==> src/rtl/uart_pkg.sv <==
// Shared UART definitions: parity selection, transmitter state encoding and
// the bit-period helper reused by the receiver.
package uart_pkg;

  typedef enum logic [1:0] {
    PARITY_NONE,
    PARITY_ODD,
    PARITY_EVEN
  } parity_t;

  typedef enum logic [2:0] {
    IDLE,
    START,
    DATA,
    PAR,
    STOP
  } uart_tx_state_t;

  // Clock cycles per serial bit; truncating division.
  function automatic int bit_period(input int clk_freq, input int baud_rate);
    return clk_freq / baud_rate;
  endfunction

endpackage

==> src/rtl/uart_baud_tick.sv <==
// Bit-period timer: counts 0..BIT_PERIOD-1 while enabled and pulses bit_done
// on the last cycle of each bit. clear restarts the count from zero.
module uart_baud_tick #(
  parameter int BIT_PERIOD = 10,
  parameter int CNT_W      = 4
) (
  input  logic             clk,
  input  logic             rst_n,
  input  logic             clear,
  input  logic             enable,
  output logic [CNT_W-1:0] cnt,
  output logic             bit_done
);

  localparam logic [CNT_W-1:0] LAST = CNT_W'(BIT_PERIOD - 1);

  logic [CNT_W-1:0] cnt_q;
  logic [CNT_W-1:0] cnt_d;

  always_comb begin
    bit_done = enable && (cnt_q == LAST);
    cnt_d    = cnt_q;
    if (clear) begin
      cnt_d = '0;
    end else if (enable) begin
      cnt_d = bit_done ? '0 : cnt_q + CNT_W'(1);
    end
  end

  always_ff @(posedge clk or negedge rst_n) begin
    if (!rst_n) begin
      cnt_q <= '0;
    end else begin
      cnt_q <= cnt_d;
    end
  end

  assign cnt = cnt_q;

endmodule

==> src/rtl/uart_tx.sv <==
// AXI4-Stream to UART serializer: start bit, data LSB first, optional parity,
// 1 or 2 stop bits. tx_wire and s_axis_tready are both flop outputs.
module uart_tx
  import uart_pkg::*;
#(
  parameter int      CLK_FREQ   = 50_000_000,
  parameter int      BAUD_RATE  = 9600,
  parameter int      DATA_WIDTH = 8,
  parameter parity_t PARITY     = PARITY_NONE,
  parameter int      STOP_BITS  = 1
) (
  input  logic                  clk,
  input  logic                  rst_n,
  input  logic [DATA_WIDTH-1:0] s_axis_tdata,
  input  logic                  s_axis_tvalid,
  output logic                  s_axis_tready,
  output logic                  tx_wire,
  output logic                  tx_busy
);

  localparam int BIT_PERIOD = bit_period(CLK_FREQ, BAUD_RATE);
  localparam int CNT_W      = ($clog2(BIT_PERIOD) > 0) ? $clog2(BIT_PERIOD) : 1;
  localparam int BIT_W      = $clog2(DATA_WIDTH) + 1;

  localparam logic [BIT_W-1:0] LAST_DATA = BIT_W'(DATA_WIDTH - 1);
  localparam logic [BIT_W-1:0] LAST_STOP = BIT_W'(STOP_BITS - 1);
  localparam logic [CNT_W-1:0] PRE_LAST  = CNT_W'(BIT_PERIOD - 2);

  if (BIT_PERIOD < 2) begin : g_bad_bit_period
    $error("uart_tx: BIT_PERIOD = CLK_FREQ / BAUD_RATE must be at least 2");
  end
  if (DATA_WIDTH < 5 || DATA_WIDTH > 9) begin : g_bad_data_width
    $error("uart_tx: DATA_WIDTH must be in 5..9");
  end
  if (STOP_BITS < 1 || STOP_BITS > 2) begin : g_bad_stop_bits
    $error("uart_tx: STOP_BITS must be 1 or 2");
  end

  uart_tx_state_t        state_q, state_d;
  logic [DATA_WIDTH-1:0] shift_q, shift_d;
  logic                  parity_q, parity_d;
  logic [BIT_W-1:0]      bit_cnt_q, bit_cnt_d;
  logic                  tx_q, tx_d;
  logic                  tready_q, tready_d;

  logic                  handshake;
  logic                  baud_clear;
  logic                  baud_enable;
  logic [CNT_W-1:0]      baud_cnt;
  logic                  bit_done;

  // Valid/ready: a word transfers on a rising edge where s_axis_tvalid and the
  // registered s_axis_tready are both high; tready never depends on tvalid.
  assign handshake   = s_axis_tvalid && tready_q;
  assign baud_clear  = (state_d != state_q);
  assign baud_enable = (state_q != IDLE);

  uart_baud_tick #(
    .BIT_PERIOD (BIT_PERIOD),
    .CNT_W      (CNT_W)
  ) u_baud_tick (
    .clk      (clk),
    .rst_n    (rst_n),
    .clear    (baud_clear),
    .enable   (baud_enable),
    .cnt      (baud_cnt),
    .bit_done (bit_done)
  );

  always_comb begin
    state_d   = state_q;
    shift_d   = shift_q;
    parity_d  = parity_q;
    bit_cnt_d = bit_cnt_q;

    unique case (state_q)
      IDLE: begin
        if (handshake) begin
          state_d   = START;
          shift_d   = s_axis_tdata;
          parity_d  = (PARITY == PARITY_ODD);
          bit_cnt_d = '0;
        end
      end
      START: begin
        if (bit_done) begin
          state_d   = DATA;
          bit_cnt_d = '0;
        end
      end
      DATA: begin
        // Parity accumulates from the latched word as its bits leave the shifter.
        if (bit_done) begin
          shift_d  = shift_q >> 1;
          parity_d = parity_q ^ shift_q[0];
          if (bit_cnt_q == LAST_DATA) begin
            bit_cnt_d = '0;
            state_d   = (PARITY != PARITY_NONE) ? PAR : STOP;
          end else begin
            bit_cnt_d = bit_cnt_q + BIT_W'(1);
          end
        end
      end
      PAR: begin
        if (bit_done) begin
          state_d   = STOP;
          bit_cnt_d = '0;
        end
      end
      STOP: begin
        if (bit_done) begin
          if (bit_cnt_q == LAST_STOP) begin
            bit_cnt_d = '0;
            if (handshake) begin
              state_d  = START;
              shift_d  = s_axis_tdata;
              parity_d = (PARITY == PARITY_ODD);
            end else begin
              state_d = IDLE;
            end
          end else begin
            bit_cnt_d = bit_cnt_q + BIT_W'(1);
          end
        end
      end
      default: begin
        state_d   = IDLE;
        bit_cnt_d = '0;
      end
    endcase

    // The line follows the state one cycle later, so the start bit begins on
    // the edge after the handshake.
    unique case (state_q)
      IDLE:    tx_d = 1'b1;
      START:   tx_d = 1'b0;
      DATA:    tx_d = shift_q[0];
      PAR:     tx_d = parity_q;
      STOP:    tx_d = 1'b1;
      default: tx_d = 1'b1;
    endcase

    // Ready is registered, so it is raised one cycle ahead of the final stop clock.
    tready_d = (state_d == IDLE) ||
               ((state_q == STOP) && !bit_done &&
                (bit_cnt_q == LAST_STOP) && (baud_cnt == PRE_LAST));
  end

  always_ff @(posedge clk or negedge rst_n) begin
    if (!rst_n) begin
      state_q   <= IDLE;
      shift_q   <= '0;
      parity_q  <= 1'b0;
      bit_cnt_q <= '0;
      tx_q      <= 1'b1;
      tready_q  <= 1'b0;
    end else begin
      state_q   <= state_d;
      shift_q   <= shift_d;
      parity_q  <= parity_d;
      bit_cnt_q <= bit_cnt_d;
      tx_q      <= tx_d;
      tready_q  <= tready_d;
    end
  end

  assign s_axis_tready = tready_q;
  assign tx_wire       = tx_q;
  assign tx_busy       = (state_q != IDLE);

endmodule
==> config.mk <==
export PLATFORM = sky130hd
export DESIGN_NAME = uart_tx
export DESIGN_NICKNAME = d
export VERILOG_FILES = /design/src/rtl/uart_pkg.sv /design/src/rtl/uart_baud_tick.sv /design/src/rtl/uart_tx.sv
export SDC_FILE = /design/constraint.sdc
export NUM_CORES = 1
export LEC_CHECK = 0
export CELL_PAD_IN_SITES_DETAIL_PLACEMENT = 2
export CELL_PAD_IN_SITES_GLOBAL_PLACEMENT = 2
export CORE_AREA = 2 2 78 72
export CTS_CLUSTER_SIZE = 40
export DETAILED_ROUTE_END_ITERATION = 10
export DIE_AREA = 0 0 80 74
export PLACE_DENSITY_LB_ADDON = 0.1
export SETUP_SLACK_MARGIN = 0.15
export SYNTH_ARGS = -nofsm -noshare
export SYNTH_HDL_FRONTEND = slang
export SYNTH_SLANG_ARGS = --single-unit
export TNS_END_PERCENT = 1
==> constraint.sdc <==
create_clock -name clk -period 2.93 [get_ports clk]
set_input_delay 0.4395 -clock clk [delete_from_list [all_inputs] [get_ports clk]]
set_output_delay 0.4395 -clock clk [all_outputs]
set_load 0.005 [all_outputs]
==> metrics.md, run 1 <==
| Metric | Value |
|---|---|
| CP delay by family, top | simple AND/OR/NAND/NOR gates |
| Slowest-stage cell, CP | or4b_4 |
| ANT cells | 0 |
| Vias/cell | 5.61 |
| Vias in the first global route | 1662 |
| Period utilization | 89.6% |
| Area of the multi-input gates | 1000 µm² |
| Compound-Gate Fraction of Synth Area | 12.8% |
| Initial antenna violation count | 0 |
| Layout cells sized above 1 | 18.1% |
| Unique masters post-synth | 45 |
| Max-cap violations | 0 |
| Worst-case clock skew | 0.00349 ns |
| Relative slew slack | 52.4% |
| Total gr overflow | 0 |
| Rows | 25 |
| RSZ-0062 raised after global routing | false |
| Static Leak | 0.000854 µW |
| Synth Cell Area | 1830 µm² |
| Hold/Removal Path Class | flop to flop |
| CP Class | flop to flop |
| Data arrival, critical path | 2.79 ns |
| Post-cts sizing count | 0 |
| Synth Instances | 185 |
| Die height | 74 µm |
| Fraction of the mapped netlist area in simple logic gates | 23.1% |
| Synth warn | 0 |
| CTS Buf Count | 5 |
| CTS H-tree depth | 2 |
| Reg area | 777 µm² |
| HPWL after detailed placement | 3940 µm |
| Clock sinks | 31 |
| CTS tree | built |
| WP buf/inv | 0 |
| Initial DRC count | 66 |
| Top cells by area, synth | dfrtp_1 (41%), mux2_4 (5.7%), o21ai_0 (4.7%), mux2_2 (4.3%), mux2i_1 (3.3%) |
| GR Util All Layers | 19.4% |
| Slowest stage delay, CP | 0.58 ns |
| Hold buffers post-CTS | 0 |
| Final Hold Viols | 0 |
| Max Fclk | 0.381 GHz |
| Register area share after synthesis | 42.5% |
| Worst-path clk slew | 0.06 ns |
| Critical path peak fanout | 7 |
| Area grow syn2layout | 17.4% |
| Max clock buf depth | 2 |
| Clk root buf | clkbuf_8 |
| Status | finished clean |
| Post-synthesis net count | 200 |
| Ys flop type | dfrtp_1 |
| Crit path launch type | flop |
| Via Count | 1520 |
| Setup TNS | 0 ns |
| Net total in the final layout | 218 |
| Post-synthesis xor/xnor area fraction | 2.39% |
| Setup violators final | 0 |
| Largest family of logic cells by synthesized area | simple AND/OR/NAND/NOR gates |
| Mapped Avg Cell Area | 9.89 µm² |
| Fill cells | 564 |
| Total Wirelength | 5280 µm |
| Effective utilization at floorplan | 35.7% |
| Placement Setup Slack | 0.229 ns |
| Post-CTS setup repair buffer count | 0 |
| Worst VDD drop | 0.262 mV |
| Post-synth EDFFs | 0 |
| Antenna-violating nets left | 0 |
| Worst-margin pin slew | 0.712 ns |
| Final worst slack | 0.306 ns |
| Die area | 5920 µm² |
| Worst setup EP type | flop |
| Crit path cell chain | or4b_4 > or4_4 > or3_4 > o211ai_4 > mux2_4 |
| First-pass GRT wire length | 8730 µm |
| Post-Synth Adder-Cell Area | 2.74% |
| Flop and latch count out of synthesis | 31 |
| Final Critical Period | 2.62 ns |
| Post-synth top area cell | dfrtp_1 |
| Placer Congestion | 0.796 |
| CP required | 3.09 ns |
| DRC violations left | 0 |
| Router iterations before antenna repair | 4 |
| Core footprint | 5130 µm² |
| Routed WL per cell | 19.5 µm |
| Slew Viols, Final | 0 |
| Clock Latency Late Sink | 0.28 ns |
| Final core utilization | 41.9% |
| Synth top area share | 41.0% |
| Largest net degree at the start of global routing | 18 |
| Die W | 80 µm |
| Post-synth ARST share | 100% |
| Buffers on Ports | 13 |
| Post-synthesis mux area share | 13.3% |
| Power per cell area | 580 nW/µm² |
| Num ports | 14 |
-- stage by stage --
stage,hold WS [ns],area [µm²],std cells,power (µW)
2_1_floorplan,0.144,1830,185,785
3_3_place_gp,0.471,2070,263,902
3_5_place_dp,0.482,2070,263,930
4_1_cts,0.490,2150,271,1260
5_1_grt,0.506,2150,271,1320
6_report,0.487,2150,271,1240
-- layer usage --
layer | vias to the layer above | GRT usage, % | wire length (µm)
met4 | 0 | 5.65 | 62
met3 | 8 | 3.76 | 112
met1 | 790 | 25.5 | 2470
li1 | 707 | - | -
met2 | 15 | 33.0 | 2640
met5 | - | 0 | 0
-- flip-flops by register name, indices dropped and copies added (netlist names) --
| register | flops |
|---|---|
| tx_wire | 1 |
| u_baud_tick.cnt | 13 |
| bit_cnt_q | 4 |
| state_q | 3 |
| shift_q | 8 |
| parity_q | 1 |
| s_axis_tready | 1 |
-- Yosys cell counts, types with 2 or more instances --
cell and number:
a21oi_1 7, a31oi_1 3, and2_1 2, and3_1 2, clkbuf_1 8, dfrtp_1 30, ha_1 4, inv_1 6
mux2_2 7, mux2_4 7, mux2i_1 6, nand2_1 13, nand2b_1 5, nand3_1 10, nand3b_1 4, nand4_1 3
nor2_1 12, nor3_1 5, nor4_1 4, o21ai_0 17, o31ai_1 3, xnor2_1 3, xor2_1 2
-- path summary, 6_finish.rpt --
| kind | startpoint | end | slack (ns) | depth (start not counted) |
|---|---|---|---|---|
| min reg2reg | parity_q | parity_q | 0.49 | 1 |
| max | u_baud_tick.cnt[9] | shift_q[3] | 0.31 | 5 |
| min in group asynchronous | rst_n | state_q[2] | 0.58 | 1 |
| max reg2reg | u_baud_tick.cnt[9] | shift_q[3] | 0.31 | 5 |
| min | parity_q | parity_q | 0.49 | 1 |
| max in group asynchronous | rst_n | u_baud_tick.cnt[7] | 1.62 | 2 |
-- power by group --
part	internal (µW)	total, µW	switching [µW]	leakage (µW)
combinational	160	319	159	0.000421
sequential	513	602	88.5	0.000394
clock	169	324	155	0.0000395
total	842	1240	403	0.000854
-- layout make-up --
cell class	count	area share, %
clock buffers	8	3.73
inverters	6	1.05
repair buffers	20	8.51
multi-input cells	139	46.6
flip-flops and latches	31	36.2
well taps	67	3.90
-- cells by family (layout without fill, tap and decap cells) --
logic type,after synthesis,count (layout)
and+or+nand+nor,73,73
AOI/OAI and AO/OA,37,37
DFF,31,31
muxes,20,20
buffers and inverters,15,34
xor gates and xnor gates,5,5
adders and majority gates,4,4
-- placed cells by master (no fill, tap or decap), types with 5 or more instances in the layout --
cell and n:
dfrtp_1 30, o21ai_0 17, nand2_1 13, clkdlybuf4s50_1 13
nor2_1 12, nand3_1 10, a21oi_1 7, mux2_2 7
mux2_4 7, buf_4 7, inv_1 6, mux2i_1 6
nand2b_1 5, nor3_1 5, clkbuf_8 5
Power figures use the tool's default switching activity.
==> run 2: changes to the inputs <==
--- a/config.mk
+++ b/config.mk
@@ -15,5 +15,6 @@
 export SETUP_SLACK_MARGIN = 0.15
 export SYNTH_ARGS = -nofsm -noshare
 export SYNTH_HDL_FRONTEND = slang
+export SYNTH_HIERARCHICAL = 1
 export SYNTH_SLANG_ARGS = --single-unit
 export TNS_END_PERCENT = 1
==> metrics.md, run 2 <==
| Metric | Value |
|---|---|
| RSZ-0062 raised after global routing | false |
| Critical path peak fanout | 9 |
| Clock sinks | 31 |
| CTS Buf Count | 5 |
| Die W | 80 µm |
| Post-synthesis net count | 200 |
| Top-count cell post-synth | dfrtp_1 |
| Largest register FFs | 13 |
| CP Class | flop to flop |
| First-pass GRT wire length | 8360 µm |
| Relative slew slack | 61.9% |
| Hold/Removal Path Class | flop to flop |
| Initial antenna violation count | 0 |
| Crit path cell chain | ha_1 > and4b_1 > and4_4 > nand4bb_2 > nand3_1 > o2bb2ai_2 > nor2_1 > nor4b_2 > xnor2_1 > nor2_1 |
| Max-cap violations | 0 |
| Die height | 74 µm |
| Placer Congestion | 0.813 |
| ANT cells | 0 |
| Antenna-violating nets left | 0 |
| Power per cell area | 618 nW/µm² |
| Setup TNS | 0 ns |
| Most Frequent Cell on Critical Path | nor2_1 |
| Worst VDD drop | 0.350 mV |
| Post-synth top area cell | dfrtp_1 |
| Effective utilization at floorplan | 36.9% |
| Most frequent cells in the layout | dfrtp_1 (29), nand2_1 (21), nor2_1 (14), clkdlybuf4s50_1 (13) |
| Crit path launch type | flop |
| CP required | 3.10 ns |
| Worst-margin pin slew | 0.572 ns |
| Largest net degree at the start of global routing | 32 |
| GR Util All Layers | 18.7% |
| Data arrival, critical path | 2.78 ns |
| Net total in the final layout | 224 |
| Slowest stage delay, CP | 0.43 ns |
| Ys flop type | dfrtp_1 |
| Synth top area share | 39.7% |
| Vias in the first global route | 1629 |
| Register area share after synthesis | 41.1% |
| Clk root buf | clkbuf_8 |
| Top cells by area, synth | dfrtp_1 (40%), mux2_4 (7.9%), nand2_1 (4.2%), nor2_1 (2.8%), o21ai_1 (2.4%) |
| Period utilization | 89.1% |
| Max Fclk | 0.383 GHz |
| Synth warn | 6 |
| Total power | 1390 µW |
| Worst-case clock skew | 0.00480 ns |
| Router iterations before antenna repair | 4 |
| Slowest-stage cell, CP | dfrtp_1 |
| Final Hold Viols | 0 |
| Initial DRC count | 41 |
| Area grow syn2layout | 19.0% |
| Post-synth ARST share | 100% |
| Commonest non-fill, non-tap cell in the layout | dfrtp_1 |
| Buffers on Ports | 13 |
| Post-synth EDFFs | 0 |
| CTS tree | built |
| Vias/cell | 5.40 |
| Routed WL per cell | 18.7 µm |
| Flop and latch count out of synthesis | 31 |
| Layout cells sized above 1 | 20.4% |
| Synth Cell Area | 1890 µm² |
| Worst-path clk slew | 0.07 ns |
| Total Wirelength | 5210 µm |
| Final Critical Period | 2.61 ns |
| Synth Instances | 186 |
| Num ports | 14 |
| Max clock buf depth | 2 |
| Slew Viols, Final | 0 |
| DRC violations left | 0 |
| Die area | 5920 µm² |
| Synth cell count leaders | dfrtp_1 (30), nand2_1 (21), nor2_1 (14) |
| HPWL after detailed placement | 3790 µm |
| Status | finished clean |
| Mapped Avg Cell Area | 10.2 µm² |
| Unique masters post-synth | 53 |
| CTS H-tree depth | 2 |
| Via Count | 1501 |
| Setup violators final | 0 |
| Worst setup EP type | flop |
| Total gr overflow | 0 |
| Core footprint | 5130 µm² |
| Clock Latency Late Sink | 0.28 ns |
| Rows | 25 |
| Static Leak | 0.000979 µW |
-- run 2: cell count changes in the layout (fill, tap and decap cells not counted), moves of 4 or more --
cell and delta:
inv_1 +4, o21ai_0 -16, mux2_2 -7, o22ai_1 +4
o21ai_1 +9, nand3_1 -4, nand2_1 +8
-- run 2: per-layer routing --
layer  part of all wire [%]  GRT usage [%]
met1                     47           24.1
met5                      0              0
met3                    2.1           3.64
met2                     50           32.4
met4                   0.73           5.08
-- run 2: report_power, final --
group          internal [µW]  leakage, µW  switching (µW)
logic                    204     0.000536             199
clock network            162    0.0000477             168
registers                544     0.000396             113
total                    911     0.000979             479
-- run 2: path summary, 6_finish.rpt --
kind	startpoint	endpoint	slack, ns	depth (start not counted)
max	u_baud_tick/cnt[1]	u_baud_tick/cnt[8]	0.32	10
min	shift_q[1]	shift_q[1]	0.51	1
max reg2reg	u_baud_tick/cnt[1]	u_baud_tick/cnt[8]	0.32	10
min reg2reg	shift_q[1]	shift_q[1]	0.51	1
max in group asynchronous	rst_n	tx_wire	2.02	2
min in group asynchronous	rst_n	u_baud_tick/cnt[11]	0.57	2
-- run 2: logic make-up after synthesis --
kind of cell,after synthesis,share of synthesized area [%]
and+or+nand+nor,77,25.0
AOI/OAI and AO/OA,37,14.4
DFF,31,41.1
buffers and inverters,17,4.10
muxes,14,10.1
xor gates and xnor gates,7,3.24
adders and majority gates,3,1.99
-- run 2: layout make-up --
cell class / instances / area, µm²
Timing Repair Buffer: 23 / 205
Multi-Input combinational cell: 138 / 1060
Fill cell: 545 / 2880
Clock buffer: 5 / 68.8
Inverter: 11 / 41.3
Clock inverter: 3 / 15.0
Sequential cell: 31 / 778
Tap cell: 67 / 83.8
-- run 2: timing repair --
item / CTS / global route
buffers inserted: 0 / 0
resized for setup: 2 / 4
cloned: 0 / 0
setup endpoints to repair: 3 / 12
hold buffers: 0 / 0
-- run 2: per-stage QoR --
step / instances / cell area, µm² / hold slack, ns / worst slack (ns) / util [%]
after floorplan: 186 / 1890 / 0.144 / 0.371 / -
after global placement: 270 / 2140 / 0.475 / 0.239 / 41.8
after detailed placement: 270 / 2140 / 0.501 / 0.0498 / 41.8
after CTS: 278 / 2230 / 0.522 / 0.177 / 43.6
after global routing: 278 / 2250 / 0.546 / 0.114 / 43.9
final: 278 / 2250 / 0.515 / 0.319 / 43.9
-- run 2: worst max-delay path: cells and delay by family, from the launching register on --
kind / cells / cell delay (ns)
AO/OA/AOI/OAI: 1 / 0.24
XOR/XNOR: 1 / 0.15
adder cells (fa/ha/maj): 1 / 0.26
flip-flops: 1 / 0.43
AND/OR/NAND/NOR: 7 / 1.41
==> run 3: changes to the inputs <==
--- a/config.mk
+++ b/config.mk
@@ -11,7 +11,7 @@
 export CTS_CLUSTER_SIZE = 40
 export DETAILED_ROUTE_END_ITERATION = 10
 export DIE_AREA = 0 0 80 74
-export PLACE_DENSITY_LB_ADDON = 0.1
+export PLACE_DENSITY_LB_ADDON = 0.05
 export SETUP_SLACK_MARGIN = 0.15
 export SYNTH_ARGS = -nofsm -noshare
 export SYNTH_HDL_FRONTEND = slang
==> metrics.md, run 3 (synthesized netlist as in run 2, its figures left out) <==
| Metric | Value |
|---|---|
| Via Count | 1538 |
| First-pass GRT wire length | 8980 µm |
| Vias/cell | 5.45 |
| Clock sinks | 31 |
| Post-CTS setup repair buffer count | 0 |
| Initial antenna violation count | 0 |
| Total net switching power | 471 µW |
| Status | finished clean |
| Setup violators final | 0 |
| Buffers on Ports | 13 |
| Die height | 74 µm |
| Power per cell area | 611 nW/µm² |
| Final core utilization | 44.2% |
| Layout cells sized above 1 | 20.0% |
| Placer Congestion | 0.814 |
| Post-cts sizing count | 1 |
| Clock Latency Late Sink | 0.28 ns |
| Worst-case clock skew | 0.00348 ns |
| Router iterations before antenna repair | 4 |
| GR Util All Layers | 19.9% |
| Antenna-violating nets left | 0 |
| Setup TNS | 0 ns |
| Max clock buf depth | 2 |
| Crit path launch type | flop |
| Hold/Removal Path Class | flop to flop |
| CTS tree | built |
| Final worst slack | 0.331 ns |
| CP required | 3.11 ns |
| HPWL after detailed placement | 4010 µm |
| Initial DRC count | 90 |
| Commonest non-fill, non-tap cell in the layout | dfrtp_1 |
| Net total in the final layout | 228 |
| Die W | 80 µm |
| Hold buffers post-CTS | 0 |
| CP Class | flop to flop |
| Relative slew slack | 64.7% |
| DRC violations left | 0 |
| Largest net degree at the start of global routing | 32 |
| Slowest stage delay, CP | 0.48 ns |
| Num ports | 14 |
| Worst-path clk slew | 0.07 ns |
| Max Fclk | 0.385 GHz |
| Effective utilization at floorplan | 36.9% |
| RSZ-0062 raised after global routing | true |
| Internal power | 915 µW |
| CTS Buf Count | 5 |
| Static Leak | 0.000992 µW |
| Total gr overflow | 0 |
| Clock network fraction of design power | 23.4% |
| Logic pwr share | 29.3% |
| Data arrival, critical path | 2.78 ns |
| Slowest-stage cell, CP | a311oi_4 |
| Worst setup EP type | flop |
| Routed WL per cell | 18.9 µm |
| ANT cells | 0 |
| Core footprint | 5130 µm² |
| Clk root buf | clkbuf_8 |
| Rows | 25 |
| Vias in the first global route | 1711 |
| Final Hold Viols | 0 |
| Die area | 5920 µm² |
| Placement Setup Slack | 0.0524 ns |
| Sequential share of power | 47.2% |
| Largest register FFs | 13 |
| CTS H-tree depth | 2 |
| Area grow syn2layout | 20.1% |
| Worst VDD drop | 0.336 mV |
| Net Sw Frac | 34.0% |
| Total power | 1390 µW |
| Most frequent cells in the layout | dfrtp_1 (30), nand2_1 (21), nor2_1 (14), buf_4 (14), clkdlybuf4s50_1 (13) |
| Critical path peak fanout | 9 |
| Total Wirelength | 5340 µm |
| Crit path cell chain | ha_1 > and4b_1 > and4_4 > nand4bb_2 > nand3_1 > o2bb2ai_2 > a311oi_4 > inv_2 > o311ai_2 |
| Final Critical Period | 2.60 ns |
| Period utilization | 88.7% |
| Max-cap violations | 0 |
| Slew Viols, Final | 0 |
| Fill cells | 565 |
| Worst-margin pin slew | 0.529 ns |
## run 3: power groups by stage
stage / sequential [µW] / clock (µW) / combinational [µW]
floorplan: 626 / 0 / 273
global placement: 650 / 0 / 382
detailed placement: 663 / 0 / 401
CTS: 656 / 339 / 410
global route: 677 / 361 / 457
finish: 655 / 325 / 407
## run 3: routing by layer
metal / vias to the layer above / global-route usage (%) / share of wire [%]
li1: 728 / - / -
met1: 789 / 25.0 / 45
met2: 17 / 36.1 / 53
met3: 4 / 4.00 / 2.3
met4: 0 / 3.39 / 0.54
met5: - / 0 / 0
## run 3: path summary, 6_finish.rpt
check / from / endpoint / slack (ns) / cells past startpoint
worst max-delay path: u_baud_tick/cnt[0] / u_baud_tick/cnt[12] / 0.33 / 9
worst min-delay path: shift_q[6] / shift_q[6] / 0.50 / 1
worst max register to register: u_baud_tick/cnt[0] / u_baud_tick/cnt[12] / 0.33 / 9
worst min register to register: shift_q[6] / shift_q[6] / 0.50 / 1
max in group asynchronous: rst_n / tx_wire / 2.03 / 2
min in group asynchronous: rst_n / shift_q[4] / 0.57 / 2
## run 3: final cells by class
type	count	area [µm²]	area share (%)
well taps	67	83.8	3.69
clock inverters	1	5.00	0.221
repair buffers	27	235	10.4
inverters	11	41.3	1.82
flip-flops and latches	31	777	34.2
multi-input cells	138	1050	46.3
clock buffers	7	76.3	3.36
## run 3: stage by stage
step                      hold WS [ns]  instances  instance area (µm²)
after detailed placement         0.490        274                 2170
after floorplan                  0.144        186                 1890
after global placement           0.475        274                 2170
after global routing             0.527        282                 2270
final                            0.504        282                 2270
after CTS                        0.506        282                 2260
## run 3: worst max-delay path, delay by kind of cell, from the launching register on
kind,cells,cell delay (ns)
buf+inv,1,0.12
fa+ha+maj,1,0.28
flops,1,0.44
compound gates,3,0.95
simple gates,4,0.72
